### config.mk
export PLATFORM = sky130hd
export DESIGN_NAME = fp_norm_round_pipe
export DESIGN_NICKNAME = d
export VERILOG_FILES = /design/src/rtl/fp_norm_round_pipe.sv
export SDC_FILE = /design/constraint.sdc
export NUM_CORES = 1
export LEC_CHECK = 0
export ABC_AREA = 1
export CAP_MARGIN = 20
export CORE_MARGIN = 8
export CORE_UTILIZATION = 42
export DETAILED_ROUTE_END_ITERATION = 6
export PLACE_DENSITY = 0.63
export SYNTH_ARGS = -nofsm -noshare
export SYNTH_HDL_FRONTEND = slang
export SYNTH_SLANG_ARGS = --single-unit
### constraint.sdc
create_clock -name clk_i -period 6.55 [get_ports clk_i]
set_clock_uncertainty 0.05 [all_clocks]
set_input_delay 1.31 -clock clk_i [delete_from_list [all_inputs] [get_ports clk_i]]
set_output_delay 1.31 -clock clk_i [all_outputs]
set_load 0.05 [all_outputs]
### src/rtl/fp_norm_round_pipe.sv
// fp_norm_round_pipe
//   Two-stage normalise-and-round unit. Stage 1 finds the leading one of an
//   unnormalised magnitude, left-aligns it to the hidden-bit position (or
//   right-shifts into the denormal range) and reduces the tail to guard,
//   round and sticky bits. Stage 2 applies the rounding mode, handles mantissa
//   carry-out, overflow saturation, denormal/zero packing and raises flags.
//
// Ports
//   clk_i, rst_i         clock, synchronous active-high reset
//   in_valid_i/in_ready_o input handshake
//   mant_i               unnormalised magnitude, binary point below the top two bits
//   exp_i                signed biased exponent of mant_i
//   sign_i               sign of the operand
//   rm_i                 rounding mode (000 RNE, 001 RTZ, 010 RDN, 011 RUP, 100 RMM)
//   out_valid_o/out_ready_i output handshake
//   res_o                packed {sign, exponent, fraction}
//   flags_o              {overflow, underflow, inexact}
module fp_norm_round_pipe #(
  parameter int C_EXP          = 5,
  parameter int C_MANT         = 10,
  parameter int C_MANT_PRENORM = 22,
  parameter int C_EXP_PRENORM  = 8
) (
  input  logic                      clk_i,
  input  logic                      rst_i,
  input  logic                      in_valid_i,
  output logic                      in_ready_o,
  input  logic [C_MANT_PRENORM-1:0] mant_i,
  input  logic [C_EXP_PRENORM-1:0]  exp_i,
  input  logic                      sign_i,
  input  logic [2:0]                rm_i,
  output logic                      out_valid_o,
  input  logic                      out_ready_i,
  output logic [C_EXP+C_MANT:0]     res_o,
  output logic [2:0]                flags_o
);

  localparam int C_BIAS = 2**(C_EXP-1) - 1;
  localparam int EW     = C_EXP_PRENORM + 2;
  localparam int PW     = $clog2(C_MANT_PRENORM);
  localparam int SHMAX  = C_MANT + 3;
  localparam int SW     = $clog2(SHMAX + 1);
  localparam int XW     = C_MANT_PRENORM + SHMAX;
  localparam logic signed [EW-1:0] EXP_INF = EW'(2*C_BIAS + 1);

  // ---------------- stage 1: normalise ----------------
  logic [PW-1:0]             lead_pos;
  logic [C_MANT_PRENORM-1:0] norm;
  logic signed [EW-1:0]      e_calc;
  logic [EW-1:0]             dn_shift_raw;
  logic [SW-1:0]             dn_shift;
  logic                      den_d;
  logic [XW-1:0]             ext;
  logic [XW-1:0]             aligned;

  always_comb begin
    lead_pos = '0;
    for (int i = 0; i < C_MANT_PRENORM; i++) begin
      if (mant_i[i]) lead_pos = PW'(i);
    end
  end

  always_comb begin
    norm   = mant_i << (PW'(C_MANT_PRENORM - 1) - lead_pos);
    e_calc = {{2{exp_i[C_EXP_PRENORM-1]}}, exp_i} + EW'(lead_pos) - EW'(C_MANT_PRENORM - 2);
    den_d  = e_calc[EW-1] | (e_calc == '0);
    // only meaningful when den_d, where 1-e is a positive distance
    dn_shift_raw = EW'(1) - e_calc;
    if (!den_d)
      dn_shift = '0;
    else if (dn_shift_raw > EW'(SHMAX))
      dn_shift = SW'(SHMAX);
    else
      dn_shift = dn_shift_raw[SW-1:0];
    // zero padding below the mantissa holds every shifted-out bit for sticky
    ext     = {norm, {SHMAX{1'b0}}};
    aligned = ext >> dn_shift;
  end

  logic                  s1_valid;
  logic [C_MANT:0]       s1_m;
  logic                  s1_g, s1_r, s1_s;
  logic signed [EW-1:0]  s1_e;
  logic                  s1_sign, s1_den, s1_zero;
  logic [2:0]            s1_rm;

  // ---------------- stage 2: round and pack ----------------
  logic                  any_lost, up, inf_sel, ovf;
  logic [C_MANT+1:0]     sum;
  logic [C_MANT-1:0]     frac;
  logic signed [EW-1:0]  e_fin;
  logic [C_EXP+C_MANT:0] res_d;
  logic [2:0]            flags_d;

  always_comb begin
    any_lost = s1_g | s1_r | s1_s;
    case (s1_rm)
      3'b001:  up = 1'b0;
      3'b010:  up = any_lost & s1_sign;
      3'b011:  up = any_lost & ~s1_sign;
      3'b100:  up = s1_g;
      default: up = s1_g & (s1_r | s1_s | s1_m[0]);
    endcase
    sum = {1'b0, s1_m} + {{(C_MANT+1){1'b0}}, up};
    if (s1_den) begin
      // rounding into the hidden bit turns the denormal into the smallest normal
      frac  = sum[C_MANT-1:0];
      e_fin = sum[C_MANT] ? EW'(1) : '0;
    end else if (sum[C_MANT+1]) begin
      frac  = sum[C_MANT:1];
      e_fin = s1_e + EW'(1);
    end else begin
      frac  = sum[C_MANT-1:0];
      e_fin = s1_e;
    end
    ovf = ~s1_den & (e_fin >= EXP_INF);
    case (s1_rm)
      3'b001:  inf_sel = 1'b0;
      3'b010:  inf_sel = s1_sign;
      3'b011:  inf_sel = ~s1_sign;
      default: inf_sel = 1'b1;
    endcase
    res_d   = {s1_sign, e_fin[C_EXP-1:0], frac};
    flags_d = {ovf, s1_den & any_lost, any_lost | ovf};
    if (s1_zero) begin
      res_d   = {s1_sign, {(C_EXP+C_MANT){1'b0}}};
      flags_d = 3'b000;
    end else if (ovf) begin
      if (inf_sel)
        res_d = {s1_sign, {C_EXP{1'b1}}, {C_MANT{1'b0}}};
      else
        res_d = {s1_sign, {(C_EXP-1){1'b1}}, 1'b0, {C_MANT{1'b1}}};
    end
  end

  // ---------------- handshake and registers ----------------
  logic s2_valid, s1_load, s2_load;

  assign s2_load    = ~s2_valid | out_ready_i;
  assign s1_load    = ~s1_valid | s2_load;
  assign in_ready_o = s1_load;
  assign out_valid_o = s2_valid;

  always_ff @(posedge clk_i) begin
    if (rst_i) begin
      s1_valid <= 1'b0;
      s1_m     <= '0;
      s1_g     <= 1'b0;
      s1_r     <= 1'b0;
      s1_s     <= 1'b0;
      s1_e     <= '0;
      s1_sign  <= 1'b0;
      s1_den   <= 1'b0;
      s1_zero  <= 1'b0;
      s1_rm    <= 3'b000;
      s2_valid <= 1'b0;
      res_o    <= '0;
      flags_o  <= 3'b000;
    end else begin
      if (s1_load) begin
        s1_valid <= in_valid_i;
        if (in_valid_i) begin
          s1_m    <= aligned[XW-1 -: C_MANT+1];
          s1_g    <= aligned[XW-C_MANT-2];
          s1_r    <= aligned[XW-C_MANT-3];
          s1_s    <= |aligned[XW-C_MANT-4:0];
          s1_e    <= e_calc;
          s1_sign <= sign_i;
          s1_den  <= den_d;
          s1_zero <= (mant_i == '0);
          s1_rm   <= rm_i;
        end
      end
      if (s2_load) begin
        s2_valid <= s1_valid;
        if (s1_valid) begin
          res_o   <= res_d;
          flags_o <= flags_d;
        end
      end
    end
  end

endmodule

==> results of run 1 <==
[cell families after synthesis]
group | synth area share (%)
buf+inv | 10.5
simple gates | 46.4
fa+ha+maj | 4.73
compound gates | 13.2
flops | 20.7
xor+xnor | 4.37
[Yosys cell counts (11+ instances only)]
cell type | n | area (um2)
dfxtp_1 | 51 | 1020
o21ai_0 | 27 | 135
xor2_1 | 16 | 140
clkbuf_1 | 19 | 71.3
inv_1 | 84 | 315
nor3_1 | 11 | 55.1
nand4_1 | 13 | 81.3
ha_1 | 17 | 213
nand3_1 | 177 | 886
nand2_1 | 249 | 935
nor2_1 | 60 | 225
a21oi_1 | 48 | 240
[state kept, by name (all words and copies together) (netlist names), 3 cells and up]
| name | cells |
|---|---|
| res_o | 16 |
| s1_rm | 3 |
| flags_o | 3 |
| s1_e | 10 |
| s1_m | 11 |
[worst register-to-register path: stages (launching register included)]
cell and delay (ns):
dfxtp_1 0.33, nor2_1 0.17, o21ai_0 0.10, a21oi_1 0.13, o21bai_1 0.14, ha_1 0.20, ha_1 0.22, nand4_1 0.19
nor3_1 0.36, nand4_1 0.17, xor2_1 0.22, nor2_1 0.06, a31oi_1 0.24, nor3_1 0.12, a211oi_1 0.18, nand4_1 0.12
nand2_1 0.26, inv_1 0.16, nand2_1 0.10, nand2_1 0.07, inv_2 0.15, o21ai_0 0.11, a21oi_1 0.13
[final timing paths]
path,start,to,slack (ns),cells past startpoint
worst max-delay path,mant_i[1],s1_s$_SDFFE_PP0P_,0.50,41
worst min-delay path,res_o[5]$_SDFFE_PP0P_,res_o[5]$_SDFFE_PP0P_,0.41,2
worst max register to register,s1_rm[0]$_SDFFE_PP0P_,res_o[7]$_SDFFE_PP0P_,2.50,22
worst min register to register,res_o[5]$_SDFFE_PP0P_,res_o[5]$_SDFFE_PP0P_,0.41,2
[metal layers]
layer | vias to the layer above | GRT usage (%) | routed length [um]
met5 | - | 0 | 0
met3 | 32 | 2.34 | 462
met2 | 118 | 32.8 | 7070
met4 | 0 | 6.59 | 375
met1 | 2581 | 22.4 | 6820
li1 | 2891 | - | -
[where the power goes]
group          internal (mW)  total [mW]  switching (mW)
Combinational          0.181       0.513           0.332
Clock                  0.139       0.249           0.110
Sequential             0.335       0.355          0.0191
[timing repair]
item | 4_1_cts | 5_1_grt
setup buffers | 0 | 1
endpoints found under the setup margin | 0 | 3
gates resized for setup | 0 | 10
[area by class of cell]
class / instances / share of cell area [%]
clock buffers: 5 / 2.17
clock inverters: 2 / 0.238
flip-flops and latches: 51 / 17.7
inverters: 95 / 6.22
multi-input cells: 671 / 59.0
well taps: 143 / 3.10
repair buffers: 68 / 11.6
==> run summary, run 1 <==
final wirelength: 14700 um
pin count of the biggest net entering global routing: 40
CTS sink count: 51
Die X-Extent: 124 um
PnR worst setup slack: 0.505 ns
port bufs: 58
number of synthesized flops with an enable pin: 0
highest achievable clock rate: 0.165 GHz
Setup CP Type: primary input to register
Inserted Clock Buffers: 5
routed vias/inst: 5.43
flops & latches, synth: 51
CTS tree: done
Worst EP required: 6.66 ns
Final min period: 6.05 ns
Hold Crit Class: register to register
VDD IR max: 0.146 mV
final instance area: 0.00577 mm2
fin cells: 1035
slew margin rel.: 52.9%
Mapped Nets: 908
Core Region: 0.0114 mm2
Wirelength per Cell: 14.2 um
All-Layer GR Usage: 18.5%
initial antenna violation count: 0
most used cell, CP: nand2_1
I/O pin cnt: 59
ys async rst share: 0%
final net count: 948
global-route wire length before repair: 25100 um
Worst Path Buf+Inv: 5
Initial DRT Pass Iterations: 6
Synthesis Warnings: 0
DP Cell Count: 1027
mapped cell area: 0.00492 mm2
fin util: 50.6%
Max-cap violations: 0
DRC Markers: 0
cts hold-fix bufs: 0
clk buf depth: 2
clock root cell: clkbuf_16
endpoints failing hold: 0
Initial Utilization: 43.1%
syn_area_per_cell: 5.78 um2
Multi-input gate area: 0.00341 mm2
crit end category: register
commonest non-fill, non-tap cell in the layout: nand2_1
layout cell share with drive strength beyond 1: 5.72%
Mapped Cells: 852
H-tree depth: 2
Slowest cell on crit path: fa_2
setup slack at placement: 0.175 ns
RSZ-0062 raised after global routing: false
Die H: 124 um
count of final setup violators: 0
GPL Wtd Cong: 0.896
Final Max Tran Viols: 0
Final HPWL DP: 11700 um
WP data arrival: 6.16 ns
clk slew on worst S/H paths: 0.07 ns
DRT antenna net count: 0
max incr delay on CP: 0.54 ns
post-synthesis sequential area ratio: 20.7%
number of global-route vias before repair: 5403
Unique masters post-synth: 50
DRT iter0 DRCs: 450
worst-skew pair later-pin latency: 0.29 ns
number of cell rows: 39
power per cell area: 193 mW/mm2
most frequent cells in the layout: nand2_1 (249), nand3_1 (177), inv_1 (83), nor2_1 (60), clkdlybuf4s50_1 (58)
status: complete, no violations
Startpoint Class: primary input
Seq. cell area: 0.00102 mm2
vias after detailed routing: 5622
Leak: 2.67 nW
worst-margin pin slew: 0.706 ns
Final period util: 92.3%
Post-DP Area: 0.00559 mm2
Fill cells: 1202
full die area: 0.0154 mm2
CP delay by family, top: simple AND/OR/NAND/NOR gates
total power: 1.12 mW
TNS Setup: 0 ns
Layout area overhead: 17.3%
GRT Residual Overflow: 0
largest fanout on the critical path: 21
diode count: 0
Hold Slack: 0.414 ns
predominant post-synthesis flop cell: dfxtp_1
(Power assumes the default switching activity.)
==> run 2, diff against run 1 <==
- SLEW_MARGIN: not set -> 20
- clock period: 6.55 -> 7.1 ns (I/O delays scaled with it)
==> run 2 against run 1 <==
Against the previous run:
- cell count increased by 0.19%
- power decreased by 3.2%
- register-to-register slack improved by 0.69 ns
- die area unchanged
- non-clock buffer count increased by 1
- highest routed layer unchanged
==> run summary, run 2 (synthesized netlist as in run 1, its figures left out) <==
Final HPWL DP: 11600 um
Layout area overhead: 17.4%
Startpoint Class: primary input
met1 Use GR: 22.4%
All-Layer GR Usage: 18.5%
Max-cap violations: 0
number of cell rows: 39
Slowest cell on crit path: clkdlybuf4s50_1
Setup CP Type: primary input to register
slew margin rel.: 54.9%
VDD IR max: 0.104 mV
GRT busiest layer: met2
WP data arrival: 6.44 ns
Hold Slack: 0.417 ns
Final min period: 6.32 ns
Die X-Extent: 124 um
vias after detailed routing: 5643
worst-margin pin slew: 0.677 ns
Psw: 431 uW
GRT Residual Overflow: 0
initial antenna violation count: 0
port bufs: 58
DRT antenna net count: 0
final wirelength: 14700 um
clk slew on worst S/H paths: 0.07 ns
Final period util: 89.0%
routing usage on met3: 2.72%
CTS sink count: 51
commonest non-fill, non-tap cell in the layout: nand2_1
logic gate share of total power: 43.3%
I/O pin cnt: 59
endpoints failing hold: 0
Core Region: 0.0114 mm2
highest achievable clock rate: 0.158 GHz
layout cell share with drive strength beyond 1: 5.37%
diode count: 0
Inserted Clock Buffers: 5
Most flops, register: res_o
sequential power share: 30.3%
Worst EP required: 7.22 ns
Worst Path Buf+Inv: 5
quantity of gates resized following cts: 0
Final Max Tran Viols: 0
final net count: 949
DRC Markers: 0
clock share of power: 26.5%
met2 Use GR: 32.6%
clk buf depth: 2
clock root cell: clkbuf_16
GPL Wtd Cong: 0.931
status: complete, no violations
biggest regs: res_o: 16 flops, s1_m: 11 flops, s1_e: 10 flops
number of global-route vias before repair: 5415
Post-DP Area: 0.00558 mm2
H-tree depth: 2
most frequent cells in the layout: nand2_1 (249), nand3_1 (177), inv_1 (84), nor2_1 (60), clkdlybuf4s50_1 (58)
Initial DRT Pass Iterations: 5
power per cell area: 187 mW/mm2
CTS tree: done
Sw Share: 39.9%
CP delay by family, top: simple AND/OR/NAND/NOR gates
pin count of the biggest net entering global routing: 40
most used cell, CP: nand2_1
R2R Setup Slk: 3.19 ns
Initial Utilization: 43.1%
max FFs per register: 16
TNS Setup: 0 ns
worst-skew pair later-pin latency: 0.29 ns
Wirelength per Cell: 14.1 um
Leak: 2.68 nW
final instance area: 0.00578 mm2
max incr delay on CP: 0.53 ns
Die H: 124 um
Power Internal: 651 uW
count of final setup violators: 0
DRT iter0 DRCs: 424
largest fanout on the critical path: 16
Hold Crit Class: register to register
crit end category: register
full die area: 0.0154 mm2
global-route wire length before repair: 25100 um
routed vias/inst: 5.44
RSZ-0062 raised after global routing: false
-- run 2: timing repair --
| item | 4_1_cts | 5_1_grt |
|---|---|---|
| setup buffers | 0 | 3 |
| endpoints found under the setup margin | 0 | 1 |
| hold buffers | 0 | 0 |
-- run 2: final timing paths --
kind / startpoint / to / depth (start not counted)
worst min-delay path: res_o[2]$_SDFFE_PP0P_ / res_o[2]$_SDFFE_PP0P_ / 2
worst max register to register: s1_rm[0]$_SDFFE_PP0P_ / res_o[7]$_SDFFE_PP0P_ / 22
worst max-delay path: mant_i[1] / s1_s$_SDFFE_PP0P_ / 43
worst min register to register: res_o[2]$_SDFFE_PP0P_ / res_o[2]$_SDFFE_PP0P_ / 2
-- run 2: power by group through the flow --
stage,logic [mW],clock network [mW],registers (mW)
5_1_grt,0.527,0.304,0.330
2_1_floorplan,0.320,0,0.354
3_3_place_gp,0.457,0,0.333
4_1_cts,0.461,0.293,0.327
6_report,0.468,0.286,0.327
3_5_place_dp,0.459,0,0.334
-- run 2: metal layers --
metal,routed length [um],part of all wire (%)
met1,6560,45
met2,7160,49
met3,699,4.8
met4,252,1.7
met5,0,0
-- run 2: area by class of cell --
cell class,count,area (um2)
fillers,1233,5640
multi-input cells,671,3380
flip-flops and latches,51,1020
repair buffers,69,663
inverters,95,357
well taps,143,179
clock buffers,6,139
clock inverters,2,38.8
-- run 2: worst min-delay path, cell delays in order, from the launching register on --
cell,delay [ns]
dfxtp_1,0.31
nand2_1,0.06
a21oi_1,0.05
-- run 2: stage by stage --
step / power [mW] / utilization [%] / setup WS, ns / instances
5_1_grt: 1.16 / 50.6 / 0.165 / 1037
3_5_place_dp: 0.793 / 48.9 / 0.334 / 1026
2_1_floorplan: 0.675 / - / 1.46 / 852
6_report: 1.08 / 50.6 / 0.779 / 1037
4_1_cts: 1.08 / 50.4 / 0.612 / 1034
3_3_place_gp: 0.790 / 48.9 / 0.514 / 1026
